`src/rtl/pipe_adder_pkg.sv`:
```
// Shared types and helpers for the segmented, pipelined add/subtract unit.
package pipe_adder_pkg;

  // Per-transaction mode bits. These travel with the data through every stage.
  typedef struct packed {
    logic sub;  // 1: A - B computed as A + ~B + 1
    logic sgn;  // two's-complement view for overflow and saturation
    logic sat;  // clamp the result when overflow is detected
  } mode_t;

  // Number of pipeline stages: one per SEG_BIT slice. The top slice may be narrower.
  function automatic int calc_num_stages(input int operand_bit, input int seg_bit);
    return (operand_bit + seg_bit - 1) / seg_bit;
  endfunction

  // Pattern builders for signed saturation: sign bit followed by fill bits.
  // Signed max is 0111..1 and signed min is 1000..0.
  localparam logic SAT_MAX_SIGN = 1'b0;
  localparam logic SAT_MAX_FILL = 1'b1;
  localparam logic SAT_MIN_SIGN = 1'b1;
  localparam logic SAT_MIN_FILL = 1'b0;

endpackage

```
`src/rtl/pipe_adder_seg.sv`:
```
// Combinational ripple segment: one SEG_W-wide slice of the wide add.
// Also reports the carry into its own MSB. The final stage uses that carry
// for signed overflow detection.
module pipe_adder_seg #(
  parameter int SEG_W = 4
) (
  input  logic [SEG_W-1:0] a,
  input  logic [SEG_W-1:0] b,
  input  logic             cin,
  output logic [SEG_W-1:0] s,
  output logic             cout,
  output logic             c_msb_in
);

  logic [SEG_W:0] sum;

  assign sum  = {1'b0, a} + {1'b0, b} + {{SEG_W{1'b0}}, cin};
  assign s    = sum[SEG_W-1:0];
  assign cout = sum[SEG_W];
  // The sum bit is a ^ b ^ carry-in, so the carry into the MSB can be recovered
  // from the sum bit and the two operand bits.
  assign c_msb_in = s[SEG_W-1] ^ a[SEG_W-1] ^ b[SEG_W-1];

endmodule

```
`src/rtl/pipe_adder.sv`:
```
// Pipelined add/subtract unit. Each stage adds one SEG_BIT slice, and the
// inter-slice carry is registered between stages. Operands skew forward with
// their transaction. The final stage applies overflow detection and optional
// saturation. All stages advance together under a single valid/ready
// handshake. The pipeline has no bubble collapsing.
module pipe_adder
  import pipe_adder_pkg::*;
#(
  parameter int OPERAND_BIT = 10,
  parameter int SEG_BIT     = 4
) (
  input  logic                   clk,
  input  logic                   rst_n,
  input  logic                   in_valid,
  output logic                   in_ready,
  input  logic [OPERAND_BIT-1:0] in_a,
  input  logic [OPERAND_BIT-1:0] in_b,
  input  logic                   in_cin,
  input  logic                   in_sub,
  input  logic                   in_signed,
  input  logic                   in_sat,
  output logic                   out_valid,
  input  logic                   out_ready,
  output logic [OPERAND_BIT-1:0] out_s,
  output logic                   out_cout,
  output logic                   out_ovf
);

  localparam int NUM_STAGES = calc_num_stages(OPERAND_BIT, SEG_BIT);
  localparam int LAST_W     = OPERAND_BIT - (NUM_STAGES - 1) * SEG_BIT;
  localparam int REG_N      = (NUM_STAGES > 1) ? NUM_STAGES - 1 : 1;

  // Global advance. When the output is held, every stage holds.
  logic adv;

  // Inter-stage registers. Entry k feeds stage k+1.
  logic                   stg_v_q [REG_N];
  logic [OPERAND_BIT-1:0] stg_a_q [REG_N];
  logic [OPERAND_BIT-1:0] stg_b_q [REG_N];
  logic [OPERAND_BIT-1:0] stg_s_q [REG_N];
  logic                   stg_c_q [REG_N];
  mode_t                  stg_m_q [REG_N];

  // Inputs seen by each stage. Stage 0 sees the ports; later stages see registers.
  logic                   st_v [NUM_STAGES];
  logic [OPERAND_BIT-1:0] st_a [NUM_STAGES];
  logic [OPERAND_BIT-1:0] st_b [NUM_STAGES];  // already inverted for subtract
  logic [OPERAND_BIT-1:0] st_s [NUM_STAGES];  // completed low slices of the sum
  logic                   st_c [NUM_STAGES];
  mode_t                  st_m [NUM_STAGES];

  // Results produced by each stage.
  logic [OPERAND_BIT-1:0] nx_s  [NUM_STAGES];
  logic                   nx_c  [NUM_STAGES];
  logic                   nx_cm [NUM_STAGES];

  // Output registers and their next-state values.
  logic                   out_valid_q;
  logic [OPERAND_BIT-1:0] out_s_q;
  logic [OPERAND_BIT-1:0] out_s_d;
  logic                   out_cout_q;
  logic                   out_ovf_q;
  logic                   out_ovf_d;

  // Final-stage view.
  mode_t                  fin_m;
  logic [OPERAND_BIT-1:0] fin_raw;
  logic                   fin_cout;
  logic                   fin_cmsb;
  logic                   fin_pos;
  logic [OPERAND_BIT-1:0] sat_val;

  assign adv      = !out_valid_q || out_ready;
  assign in_ready = adv;

  for (genvar k = 0; k < NUM_STAGES; k++) begin : g_stage
    localparam int LO = k * SEG_BIT;
    localparam int W  = (k == NUM_STAGES - 1) ? LAST_W : SEG_BIT;

    logic [W-1:0]           seg_s;
    logic [OPERAND_BIT-1:0] s_mrg;

    if (k == 0) begin : g_src_port
      assign st_v[k] = in_valid;
      assign st_a[k] = in_a;
      assign st_b[k] = in_sub ? ~in_b : in_b;
      assign st_s[k] = '0;
      assign st_c[k] = in_sub ? 1'b1 : in_cin;
      assign st_m[k] = mode_t'{sub: in_sub, sgn: in_signed, sat: in_sat};
    end else begin : g_src_reg
      assign st_v[k] = stg_v_q[k-1];
      assign st_a[k] = stg_a_q[k-1];
      assign st_b[k] = stg_b_q[k-1];
      assign st_s[k] = stg_s_q[k-1];
      assign st_c[k] = stg_c_q[k-1];
      assign st_m[k] = stg_m_q[k-1];
    end

    pipe_adder_seg #(
      .SEG_W(W)
    ) u_seg (
      .a       (st_a[k][LO +: W]),
      .b       (st_b[k][LO +: W]),
      .cin     (st_c[k]),
      .s       (seg_s),
      .cout    (nx_c[k]),
      .c_msb_in(nx_cm[k])
    );

    // Splice this stage's slice into the partial sum carried by the transaction.
    always_comb begin
      // NOTE: give every combinational output a full default first so that no
      // path leaves it unassigned and a latch is inferred.
      s_mrg            = st_s[k];
      s_mrg[LO +: W]   = seg_s;
    end

    assign nx_s[k] = s_mrg;

    if (k < NUM_STAGES - 1) begin : g_reg
      // Stage valid bit: cleared on reset so in-flight data is discarded.
      always_ff @(posedge clk or negedge rst_n) begin
        // NOTE: sequential state uses non-blocking (<=) so every register sees
        // pre-edge values; blocking (=) is reserved for combinational blocks.
        if (!rst_n) begin
          stg_v_q[k] <= 1'b0;
        end else if (adv) begin
          stg_v_q[k] <= st_v[k];
        end
      end

      // Stage payload: operands, partial sum, carry and mode move forward on advance.
      // NOTE: payload registers have no reset. Their contents are ignored
      // while the matching valid bit is 0, so a reset net here is wasted.
      always_ff @(posedge clk) begin
        if (adv) begin
          stg_a_q[k] <= st_a[k];
          stg_b_q[k] <= st_b[k];
          stg_s_q[k] <= s_mrg;
          stg_c_q[k] <= nx_c[k];
          stg_m_q[k] <= st_m[k];
        end
      end
    end
  end

  assign fin_m    = st_m[NUM_STAGES-1];
  assign fin_raw  = nx_s[NUM_STAGES-1];
  assign fin_cout = nx_c[NUM_STAGES-1];
  assign fin_cmsb = nx_cm[NUM_STAGES-1];
  // Signed overflow only occurs when A and B' share a sign, so A's sign alone
  // gives the overflow direction.
  assign fin_pos  = !st_a[NUM_STAGES-1][OPERAND_BIT-1];

  // Overflow under the selected mode, and the value to clamp to.
  always_comb begin
    if (fin_m.sgn) begin
      out_ovf_d = fin_cmsb ^ fin_cout;
      sat_val   = fin_pos ? {SAT_MAX_SIGN, {(OPERAND_BIT-1){SAT_MAX_FILL}}}
                          : {SAT_MIN_SIGN, {(OPERAND_BIT-1){SAT_MIN_FILL}}};
    end else if (fin_m.sub) begin
      out_ovf_d = !fin_cout;  // no carry out means a borrow occurred
      sat_val   = '0;
    end else begin
      out_ovf_d = fin_cout;
      sat_val   = '1;
    end
    out_s_d = (fin_m.sat && out_ovf_d) ? sat_val : fin_raw;
  end

  // Output registers: load on advance, hold steady while downstream stalls.
  always_ff @(posedge clk or negedge rst_n) begin
    if (!rst_n) begin
      out_valid_q <= 1'b0;
      out_s_q     <= '0;
      out_cout_q  <= 1'b0;
      out_ovf_q   <= 1'b0;
    end else if (adv) begin
      out_valid_q <= st_v[NUM_STAGES-1];
      if (st_v[NUM_STAGES-1]) begin
        out_s_q    <= out_s_d;
        out_cout_q <= fin_cout;
        out_ovf_q  <= out_ovf_d;
      end
    end
  end

  assign out_valid = out_valid_q;
  assign out_s     = out_s_q;
  assign out_cout  = out_cout_q;
  assign out_ovf   = out_ovf_q;

endmodule

```
`config.mk`:
```
export PLATFORM = sky130hd
export DESIGN_NAME = pipe_adder
export DESIGN_NICKNAME = d
export VERILOG_FILES = /design/src/rtl/pipe_adder_pkg.sv /design/src/rtl/pipe_adder_seg.sv /design/src/rtl/pipe_adder.sv
export SDC_FILE = /design/constraint.sdc
export NUM_CORES = 1
export LEC_CHECK = 0
export BUFFER_PORTS_ARGS = -buffer_cell sky130_fd_sc_hd__buf_2
export CAP_MARGIN = 15
export CORE_MARGIN = 3
export CORE_UTILIZATION = 58
export CTS_CLUSTER_SIZE = 40
export DETAILED_ROUTE_END_ITERATION = 16
export GPL_ROUTABILITY_DRIVEN = 0
export PLACE_DENSITY = 0.89
export REMOVE_ABC_BUFFERS = 1
export SLEW_MARGIN = 20
export SYNTH_ARGS = -nofsm -noshare
export SYNTH_HDL_FRONTEND = slang
export SYNTH_SLANG_ARGS = --single-unit
```
`constraint.sdc`:
```
create_clock -name clk -period 8.1 [get_ports clk]
set_clock_uncertainty 0.2 [all_clocks]
set_input_delay 2.43 -clock clk [delete_from_list [all_inputs] [get_ports clk]]
set_output_delay 2.43 -clock clk [all_outputs]
set_load 0.01 [all_outputs]
```
## Word level (Yosys, flattened, before mapping)

Memory sizes are Yosys's and may differ from the RTL's.
Cells that the tools add are included.

- Add/sub/neg operators: 6
- Multiplexer cells: 10
- Reductions and logical operators: 5
- Bitwise gates (word level): 4

Operators with widths:

| operator | number |
|---|---|
| 10-bit 2-to-1 mux | 5 |
| 4-bit by 4-bit adder with 5-bit output | 2 |
| 5-bit by 1-bit adder with 5-bit output | 2 |
| 10-bit inverter | 1 |
| 1-bit 2-to-1 mux | 5 |
| 2-bit by 2-bit adder with 3-bit output | 1 |
| 3-bit by 1-bit adder with 3-bit output | 1 |
| 1-bit bitwise XOR | 3 |
| 1-bit logical NOT | 2 |
| 2-bit AND reduction | 1 |
| 1-bit logical AND | 1 |
| 1-bit logical OR | 1 |

- Memory bits (writable): 68
- Memories: 5
- Flip-flop bits (word level): 15

Memories:

| memory | words | width | read ports | clocked after Yosys merged registers in | write ports | RTL line | RTL |
|---|---|---|---|---|---|---|---|
| stg_a_q | 2 | 10 | 2 | 0 | 2 | pipe_adder.sv:38 | `logic [OPERAND_BIT-1:0] stg_a_q [REG_N];` |
| stg_b_q | 2 | 10 | 2 | 0 | 2 | pipe_adder.sv:39 | `logic [OPERAND_BIT-1:0] stg_b_q [REG_N];` |
| stg_s_q | 2 | 10 | 2 | 0 | 2 | pipe_adder.sv:40 | `logic [OPERAND_BIT-1:0] stg_s_q [REG_N];` |
| stg_m_q | 2 | 3 | 2 | 0 | 2 | pipe_adder.sv:42 | `mode_t stg_m_q [REG_N];` |
| stg_c_q | 2 | 1 | 2 | 0 | 2 | pipe_adder.sv:41 | `logic stg_c_q [REG_N];` |

## Depth between registers and ports, before layout

Gate-level depths: netlist of run 1.
An unclocked memory read counts as a cell.

- Word-level depth: 9
- Mapped depth: 7
- Mapped depth without buffers: 7

## By module

Synthesis of run 1 repeated with hierarchy kept, for this count alone.

- Cell total of the unflattened synthesis: 166
- Area total of the unflattened synthesis: 2302.2 um2

By module, submodules not included:

| module | seq. area each (um2) | instances | cells an instance | area each (um2) |
|---|---|---|---|---|
| pipe_adder | 1456.4 | 1 | 117 | 1854.3 |
| pipe_adder_seg at g_stage[0].u_seg ... | 0.0 | 2 | 19 | 177.7 |
| pipe_adder_seg at g_stage[2].u_seg | 0.0 | 1 | 11 | 92.6 |

## Worst setup path after synthesis of run 1

Ideal clock, no wire load.

- Kind: input to output
- Start: input port out_ready
- End: output port in_ready
- Arrival time: 3.733 ns
- Cell stages on the path: 2
- Slack: 1.737 ns
- Cell sequence: nand2b_1 clkbuf_1

- Longest elaborated chain between the ends: 1

RTL lines:

| element | RTL line | RTL |
|---|---|---|
| start: declaration | pipe_adder.sv:23 | `input logic out_ready,` |
| 1-bit logical OR | pipe_adder.sv:73 | `assign adv = !out_valid_q \|\| out_ready;` |
| end: declaration | pipe_adder.sv:15 | `output logic in_ready,` |

Every way passes these cells.

## Final worst setup path of run 1

Same ends and word-level chain as after synthesis.

==> key figures, run 1 <==
Die
  • # IOs: 42
  • Cell Rows: 21
  • DIE WIDTH: between 60 and 70 µm
  • Core Box Area: between 3000 and 4000 µm²
  • Die height: ~68 µm
  • Die area: approximately 4600 µm²
  • Starting Density: a little over three fifths

Worst setup path
  • Crit path top cell by count: buf_2
  • CP Data Required Time: approximately 5500 ps
  • Flop2flop setup slack: between 5000 and 6000 ps
  • Endpoint class of the critical path: output port
  • R2R depth: 6
  • WP data arrival: between 3000 and 4000 ps
  • CP max stage delay: between 400 and 500 ps
  • Crit Path Class: in -> out
  • Top delay family on crit path: buffers and inverters
  • CP bufs+invs: 3
  • FF-to-FF Start: stg_b_q[0][18]$_DFFE_PN_
  • Slowest stage cell on the critical path: buf_4
  • FF-to-FF End: out_s[9]$_DFFE_PN0P_
  • Critical path startpoint category: input pin
  • Largest fanout on the critical path: 43
  • CP Cell Sequence: buf_2 -> nand2b_2 -> buf_4 -> buf_2

Clocking
  • Worst-Skew Late Latency: roughly 290 ps
  • CTS hold repair buffers: 0
  • Post-CTS Setup Bufs: 0
  • Post-cts sizing count: 0
  • Clock tree sinks: just over 50
  • TritonCTS clock tree: yes
  • Total CTS buffers: 5
  • H-tree depth: 2
  • Clock buffer depth: 2
  • Clock Tree Root: clkbuf_8
  • Clock transition at path regs: 80 ps

Run status
  • Status: complete, no violations

Routing
  • Final wirelength: between 3 and 4 mm
  • Vias post-DR: around 1300
  • Avg WL per Cell: about 15 µm
  • Post-DRT Antenna Nets: 0
  • First-pass iteration count of the detailed router: 5
  • Via density: between 5 and 6
  • DRT iter0 DRCs: 100
  • Detailed-route DRC error count: 0

Logic synthesis
  • Post-Synth Adder-Cell Area: 8.88%
  • Mux cell area share after synthesis: 1.02%
  • Post-Synth XOR/XNOR Area: a little over 8%
  • Area of the mapped netlist: between 2000 and 2500 µm²
  • Warnings, synthesis: 0
  • Simple-gate share of the synthesized area: under 10%
  • Async S/R FF share, synth: 29.4%
  • #FFs+latches synth: between 50 and 60
  • Syn avg cell area: roughly 15 µm²
  • Main combinational cell family by area after synthesis: adder cells
  • Register area share after synthesis: about two thirds
  • Post-synthesis cell type count: 27
  • Post-Syn Instances: approximately 150
  • EDFF count, synth: 36
  • Synth Flop Type: edfxtp_1
  • Compound-cell area share of the yosys netlist: 7.34%

Min path
  • WHS Path Cells: 0
  • Min-delay src: stg_s_q[0][1]$_DFFE_PN_
  • Hold EP: stg_s_q[0][11]$_DFFE_PN_
  • Hold Path Class: reg -> reg

STA
  • Relative slew slack: between 60% and 70%
  • Tmin final: around 5900 ps
  • Final setup vio count: 0
  • Setup tns final: 0 ps
  • Fmax: about 0.17 GHz
  • Worst slew pin tran: slightly below 500 ps
  • RSZ-0062 raised after global routing: false
  • Period Utilization, post-route: ~73%
  • Final Max Tran Viols: 0
  • Final hold vios: 0

Run
  • Max-cap violations: 0

GRT
  • Initial antenna violation count: 0
  • GRT overflow: 0
  • First-pass GRT wire length: 5.68 mm
  • Largest net degree at the start of global routing: between 40 and 50
  • GRT Total Usage: between 10% and 20%
  • Vias in the first global route: 1266

Pwr
  • Power Dens Cells: ~300 nW/µm²
  • Peak supply drop: 0.153 mV
  • Leakage: 0.00111 µW
  • Total Power: about 780 µW

Cells and area
  • Antenna cells: 0
  • Nets: 232
  • Most frequent cells in the layout: 41 x buf_2, 36 x edfxtp_1, 15 x dfrtp_1
  • Area growth syn-to-layout: 15.3%
  • Most common cell after layout, fill and taps aside: buf_2
  • Share of layout cells above drive strength 1: 28.0%

Place
  • Buffers on Ports: 41
  • HPWL Detailed: between 2 and 3 mm
-- stage by stage --
| stage | cell area, µm² | cells | hold slack [ps] | worst slack [ps] | utilization [%] |
|---|---|---|---|---|---|
| 2_1_floorplan | 2180 | 143 | 200 | 1950 | - |
| 3_3_place_gp | 2450 | 231 | 201 | 2230 | 70.1 |
| 4_1_cts | 2530 | 239 | 222 | 2200 | 72.5 |
| 6_report | 2530 | 239 | 219 | 2220 | 72.5 |
| 3_5_place_dp | 2450 | 231 | 206 | 2200 | 70.1 |
| 5_1_grt | 2530 | 239 | 226 | 2150 | 72.5 |
-- per-layer routing --
layer | up-vias | wire length, µm | track usage, %
li1 | 609 | - | -
met1 | 616 | 1310 | 19.2
met2 | 54 | 1890 | 31.6
met3 | 9 | 235 | 4.49
met4 | 0 | 63 | 10.1
met5 | - | 0 | 0
-- cells in the mapped netlist (2+ instances only) --
library cell	count	area, µm²
a21o_1	6	45.0
a21oi_1	13	65.1
clkbuf_1	3	11.3
dfrtp_1	15	375
edfxtp_1	36	1080
fa_1	6	120
ha_1	6	75.1
inv_1	6	22.5
mux2_2	2	22.5
nand2_1	12	45.0
nand2b_1	3	18.8
nor2_1	10	37.5
o21ai_0	2	10.0
xnor2_1	2	17.5
xor2_1	13	114
-- worst max path at each step --
stage	startpoint	cells past startpoint	slack [ps]	endpoint
2_1_floorplan	out_ready	1	1950	in_ready
3_3_place_gp	out_ready	4	2230	in_ready
3_5_place_dp	out_ready	4	2200	in_ready
4_1_cts	out_ready	4	2200	in_ready
5_1_grt	out_ready	4	2150	in_ready
6_report	out_ready	4	2220	in_ready
-- logic make-up (layout without fill, tap and decap cells) --
kind of cell	count (synthesis)	count (layout)
flip-flops	51	51
XOR/XNOR	17	17
multiplexers	2	2
AO/OA/AOI/OAI	25	25
AND/OR/NAND/NOR	30	30
adder cells (fa/ha/maj)	12	12
buffers and inverters	10	56
-- where the power goes --
part | internal (µW) | switching (µW) | leakage [µW]
logic | 103 | 131 | 0.000534
registers | 371 | 37.4 | 0.000531
clock network | 60.5 | 75.4 | 0.0000428
total | 534 | 244 | 0.00111
-- final cells by class --
type / count / area, µm²
well taps: 46 / 57.6
clock buffers: 6 / 72.6
inverters: 6 / 22.5
repair buffers: 42 / 213
flip-flops and latches: 51 / 1460
fillers: 238 / 961
clock inverters: 2 / 12.5
multi-input cells: 86 / 699
-- sequential cells by signal, indices dropped and copies added (netlist names) --
signal	flops
out_cout	1
stg_a_q	8
out_s	10
stg_s_q	12
out_valid	1
stg_c_q	2
out_ovf	1
stg_b_q	8
st_v	2
stg_m_q	6
-- worst register-to-register path, delay by kind of cell (launching register included) --
kind	cells	cell delay, ps
simple gates	1	730
flops	1	340
compound gates	2	500
fa+ha+maj	2	930
buf+inv	1	60
(Power assumes the default switching activity.)
==> run 2, diff against run 1 <==
--- a/config.mk
+++ b/config.mk
@@ -8,11 +8,11 @@
 export BUFFER_PORTS_ARGS = -buffer_cell sky130_fd_sc_hd__buf_2
 export CAP_MARGIN = 15
 export CORE_MARGIN = 3
-export CORE_UTILIZATION = 58
+export CORE_UTILIZATION = 54
 export CTS_CLUSTER_SIZE = 40
 export DETAILED_ROUTE_END_ITERATION = 16
 export GPL_ROUTABILITY_DRIVEN = 0
-export PLACE_DENSITY = 0.89
+export PLACE_DENSITY = 0.84
 export REMOVE_ABC_BUFFERS = 1
 export SLEW_MARGIN = 20
 export SYNTH_ARGS = -nofsm -noshare
==> constraint.sdc (replaced) <==
create_clock -name clk -period 5.66 [get_ports clk]
set_clock_uncertainty 0.2 [all_clocks]
set_input_delay 1.698 -clock clk [delete_from_list [all_inputs] [get_ports clk]]
set_output_delay 1.698 -clock clk [all_outputs]
set_load 0.01 [all_outputs]
==> run 2 against run 1 <==
Sequential power is 43% higher; non-clock buffer count is the same; clock power grew 45%; register-to-register slack got worse by 2500 ps.
==> key figures, run 2 (same netlist as run 1, synthesis figures left out) <==
Routing
  • Final wirelength: around 3.6 mm
  • First-pass iteration count of the detailed router: 4
  • Vias post-DR: ~1300
  • Detailed-route DRC error count: 0
  • DRT iter0 DRCs: between 80 and 90
  • Post-DRT Antenna Nets: 0
  • Via density: between 5 and 6
  • Avg WL per Cell: approximately 15 µm

Cells and area
  • Antenna cells: 0
  • Non-Filler Instances: 241
  • Area growth syn-to-layout: 15.1%
  • Fin area: 2530 µm²
  • Most common cell after layout, fill and taps aside: buf_2
  • Final core occ: 66.6%
  • Biggest register: stg_s_q
  • Max reg flops: 12
  • Share of layout cells above drive strength 1: 27.5%
  • Nets: approximately 230
  • Most frequent cells in the layout: 41 x buf_2, 36 x edfxtp_1, 15 x dfrtp_1

Pwr
  • Power Dens Cells: approximately 440 nW/µm²
  • Leakage: about 0.0011 µW
  • Total Power: about 1100 µW
  • Peak supply drop: about 0.19 mV

Clocking
  • CTS hold repair buffers: 0
  • Clock Tree Root: clkbuf_8
  • Total CTS buffers: 5
  • Post-cts sizing count: 0
  • Clock transition at path regs: 80 ps
  • Worst-Skew Late Latency: ~300 ps
  • Clock tree sinks: a little over 50
  • TritonCTS clock tree: yes
  • H-tree depth: 2
  • Clock buffer depth: 2
  • Post-CTS Setup Bufs: 0

Worst setup path
  • CP max stage delay: around 190 ps
  • WP data arrival: around 2100 ps
  • Crit path top cell by count: buf_2
  • Largest fanout on the critical path: 2
  • Critical path startpoint category: input pin
  • CP Cell Sequence: buf_2 -> nand2b_2 -> buf_2
  • Slowest stage cell on the critical path: nand2b_2
  • Crit Path Class: in -> out
  • Endpoint class of the critical path: output port
  • CP Data Required Time: 3760 ps

Die
  • DIE WIDTH: roughly 70 µm
  • Cell Rows: 22
  • # IOs: between 40 and 50
  • Die area: just under 5000 µm²
  • Core Box Area: roughly 3800 µm²
  • Starting Density: a little under 60%
  • Die height: 69.8 µm

STA
  • Worst slew pin tran: ~510 ps
  • Fmax: 0.248 GHz
  • RSZ-0062 raised after global routing: false
  • Setup tns final: 0 ps
  • Tmin final: roughly 4000 ps
  • Final Max Tran Viols: 0
  • Period Utilization, post-route: ~71%
  • Relative slew slack: 66.2%
  • Final setup vio count: 0
  • Final hold vios: 0

Place
  • DP Cell Count: roughly 230
  • DP Area: roughly 2500 µm²
  • Buffers on Ports: between 40 and 50
  • HPWL Detailed: about 2.6 mm

GRT
  • First-pass GRT wire length: 6.11 mm
  • GRT overflow: 0
  • Vias in the first global route: 1315
  • Largest net degree at the start of global routing: between 40 and 50
  • Initial antenna violation count: 0
  • GRT Total Usage: 16.3%

Min path
  • Hold Path Class: reg -> reg

Run
  • Max-cap violations: 0

Run status
  • Status: complete, no violations
## run 2: per-layer routing
layer,up-vias,part of all wire [%],GRT usage (%),wire (µm)
met4,0,0.76,6.38,27
met1,623,42,19.8,1500
met5,-,0,0,0
li1,608,-,-,-
met2,37,51,27.6,1830
met3,4,6.1,4.49,218
## run 2: worst paths after layout
path / startpoint / endpoint / slack, ps / depth (start not counted)
worst max-delay path: out_ready / in_ready / 1620 / 3
worst min-delay path: stg_m_q[0][0]$_DFFE_PN_ / stg_m_q[0][3]$_DFFE_PN_ / 220 / 0
worst max register to register: stg_c_q[0][1]$_DFFE_PN_ / out_s[9]$_DFFE_PN0P_ / 2790 / 6
worst min register to register: stg_m_q[0][0]$_DFFE_PN_ / stg_m_q[0][3]$_DFFE_PN_ / 220 / 0
max in group asynchronous: rst_n / out_s[1]$_DFFE_PN0P_ / 3930 / 1
min in group asynchronous: rst_n / out_s[9]$_DFFE_PN0P_ / 1080 / 1
## run 2: worst max-delay path: cells and delay by family
| family | cells | cell delay, ps |
|---|---|---|
| and+or+nand+nor | 1 | 190 |
| buffers and inverters | 2 | 240 |
## run 2: stage by stage
step                      hold slack [ps]  setup WS [ps]
final                                 224           1620
after global routing                  245           1590
after CTS                             224           1620
after detailed placement              205           1620
after global placement                202           1620
after floorplan                       200            977
## run 2: power by group
group | switching (µW) | leakage [µW] | internal, µW
registers | 52.8 | 0.000531 | 531
logic | 186 | 0.000534 | 147
clock network | 109 | 0.0000395 | 88.0
## run 2: cell type report
cell class,count,area (µm²)
clock buffer,8,80.1
fill,273,1270
timing repair buffer,42,213
sequential,51,1460
multi-input combinational,86,699
tap,48,60.1
inverter,6,22.5
==> run 3, diff against run 2 <==
--- a/config.mk
+++ b/config.mk
@@ -5,14 +5,15 @@
 export SDC_FILE = /design/constraint.sdc
 export NUM_CORES = 1
 export LEC_CHECK = 0
+export ABC_AREA = 1
 export BUFFER_PORTS_ARGS = -buffer_cell sky130_fd_sc_hd__buf_2
 export CAP_MARGIN = 15
 export CORE_MARGIN = 3
-export CORE_UTILIZATION = 54
+export CORE_UTILIZATION = 55
 export CTS_CLUSTER_SIZE = 40
 export DETAILED_ROUTE_END_ITERATION = 16
 export GPL_ROUTABILITY_DRIVEN = 0
-export PLACE_DENSITY = 0.84
+export PLACE_DENSITY = 0.85
 export REMOVE_ABC_BUFFERS = 1
 export SLEW_MARGIN = 20
 export SYNTH_ARGS = -nofsm -noshare
==> constraint.sdc (replaced) <==
create_clock -name clk -period 4.1 [get_ports clk]
set_clock_uncertainty 0.2 [all_clocks]
set_input_delay 1.23 -clock clk [delete_from_list [all_inputs] [get_ports clk]]
set_output_delay 1.23 -clock clk [all_outputs]
set_load 0.01 [all_outputs]
==> run 3 against run 2 <==
Total power up 57%; largest power group unchanged; worst setup slack worse by 730 ps; design area rose by 5.0%; sequential power grew 40%; highest routed layer unchanged; critical path depth rose by 1.
==> key figures, run 3 <==
Logic synthesis
  • Largest cells by area after synthesis: edfxtp_1 47%, dfrtp_1 16%, nand2_1 11%
  • Async S/R FF share, synth: a little under 30%
  • Synth Flop Type: edfxtp_1
  • Warnings, synthesis: 0
  • Register area share after synthesis: 64.0%
  • Most frequent cell after synthesis: nand2_1
  • Post-Syn Instances: about 190
  • Yosys top cell area share: a little under half
  • Area of the mapped netlist: ~2300 µm²
  • #FFs+latches synth: ~50
  • Largest area contributor in the netlist: edfxtp_1
  • Post-synthesis cell type count: 21
  • Syn avg cell area: approximately 12 µm²
  • EDFF count, synth: 36
  • Synth top cells by count: 64 x nand2_1, 36 x edfxtp_1, 15 x dfrtp_1, 15 x inv_1, 14 x xor2_1

Cells and area
  • Most common cell after layout, fill and taps aside: nand2_1
  • Nets: ~270
  • Most frequent cells in the layout: 64 x nand2_1, 41 x buf_2, 36 x edfxtp_1
  • Share of layout cells above drive strength 1: about a quarter
  • Biggest register: stg_s_q
  • Antenna cells: 0
  • Non-Filler Instances: between 200 and 300
  • Max reg flops: 12
  • Area growth syn-to-layout: 16.8%

Worst setup path
  • Crit path top cell by count: buf_2
  • CP startpoint: out_ready
  • Critical path startpoint category: input pin
  • Crit Path Class: in -> out
  • Top delay family on crit path: buffers and inverters
  • CP bufs+invs: 3
  • CP Cell Sequence: buf_2 -> nor2_1 -> inv_1 -> buf_2
  • R2R depth: 13
  • FF-to-FF Start: stg_c_q[0][1]$_DFFE_PN_
  • WP data arrival: about 1800 ps
  • CP Data Required Time: about 2700 ps
  • Endpoint class of the critical path: output port
  • FF-to-FF End: out_s[6]$_DFFE_PN0P_
  • Slowest stage cell on the critical path: nor2_1
  • Largest fanout on the critical path: 3
  • Flop2flop setup slack: 1560 ps
  • CP max stage delay: about 170 ps

Min path
  • Hold Path Class: reg -> reg
  • Min-delay src: stg_s_q[0][1]$_DFFE_PN_
  • Hold EP: stg_s_q[0][11]$_DFFE_PN_
  • WHS Path Cells: 0

Pwr
  • Power Dens Cells: 658 nW/µm²
  • Peak supply drop: 0.397 mV
  • Leakage: 0.00128 µW
  • Total Power: approximately 1700 µW

Clocking
  • H-tree depth: 2
  • Clock Tree Root: clkbuf_8
  • Post-cts sizing count: 0
  • Clock transition at path regs: ~90 ps
  • Clock buffer depth: 2
  • Clock tree sinks: just over 50
  • Worst-Skew Late Latency: 300 ps
  • TritonCTS clock tree: yes
  • Total CTS buffers: 5
  • Post-CTS Setup Bufs: 0
  • CTS hold repair buffers: 0

Die
  • Cell Rows: 22
  • Die height: around 70 µm
  • Core Box Area: around 3800 µm²
  • # IOs: 42
  • DIE WIDTH: around 70 µm
  • Starting Density: between 50% and 60%
  • Die area: 4950 µm²

Place
  • Buffers on Ports: 41
  • DP Cell Count: ~280
  • HPWL Detailed: around 2.6 mm

GRT
  • Largest net degree at the start of global routing: just over 40
  • First-pass GRT wire length: approximately 6.2 mm
  • GRT Total Usage: ~16%
  • Initial antenna violation count: 0
  • Vias in the first global route: between 1000 and 1500
  • GRT overflow: 0

Routing
  • Final wirelength: ~3.5 mm
  • First-pass iteration count of the detailed router: 4
  • DRT iter0 DRCs: between 50 and 60
  • Detailed-route DRC error count: 0
  • Post-DRT Antenna Nets: 0
  • Avg WL per Cell: between 10 and 15 µm
  • Via density: around 5
  • Vias post-DR: 1378

STA
  • RSZ-0062 raised after global routing: false
  • Fmax: 0.312 GHz
  • Final setup vio count: 0
  • Worst slew pin tran: roughly 720 ps
  • Final hold vios: 0
  • Period Utilization, post-route: 78.2%
  • Tmin final: 3200 ps
  • Final Max Tran Viols: 0
  • Setup tns final: 0 ps
  • Relative slew slack: approximately half
  • Hold WS: 219 ps

Run
  • Max-cap violations: 0

Run status
  • Status: complete, no violations
-- run 3: cell types whose count changed after synthesis, moves of 2 or more --
cell      previous run  this run
a21o_1               6         0
a21oi_1             13         4
clkbuf_1             3         1
inv_1                6        15
mux2_2               2         0
nand2_1             12        64
nand2_2              0         2
nand2b_1             3         0
nand3_1              0         6
nand3_2              0         2
nand3_4              0         2
nor2_1              10         5
xnor2_1              2         0
-- run 3: area by class of cell --
type | instances | area [µm²]
flip-flops and latches | 51 | 1460
fillers | 291 | 1170
well taps | 48 | 60.1
clock inverters | 2 | 60.1
inverters | 15 | 56.3
multi-input cells | 119 | 741
clock buffers | 6 | 72.6
repair buffers | 42 | 213
-- run 3: routing by layer --
metal | wire length [µm] | global-route usage, % | vias up
li1 | - | - | 707
met1 | 1460 | 19.4 | 617
met2 | 1710 | 27.2 | 48
met3 | 230 | 3.88 | 6
met4 | 74 | 7.02 | 0
met5 | 0 | 0 | -
-- run 3: power breakdown --
part	internal (µW)	switching, µW	leakage (µW)
clock network	244	154	0.0000654
registers	753	65.1	0.000550
logic	199	335	0.000665
-- run 3: per-stage QoR --
| step | setup slack, ps | area (µm²) | util [%] |
|---|---|---|---|
| floorplan | 573 | 2250 | - |
| CTS | 878 | 2660 | 69.5 |
| finish | 895 | 2660 | 69.5 |
| global placement | 857 | 2530 | 66.0 |
| global route | 836 | 2660 | 69.5 |
| detailed placement | 863 | 2530 | 66.0 |
-- run 3: cell families (layout without fill, tap and decap cells) --
family,after synthesis,count (layout),share of synthesized area (%)
and+or+nand+nor,85,85,16.8
DFF,51,51,64.0
AOI/OAI and AO/OA,8,8,1.81
xor gates and xnor gates,14,14,5.39
buffers and inverters,18,65,3.46
adders and majority gates,12,12,8.58
-- run 3: how the worst max path moves through the flow --
stage / end / cells past startpoint
after floorplan: in_ready / 2
after global placement: in_ready / 4
after detailed placement: stg_s_q[0][2]$_DFFE_PN_ / 5
after CTS: in_ready / 4
after global routing: in_ready / 4
final: in_ready / 4
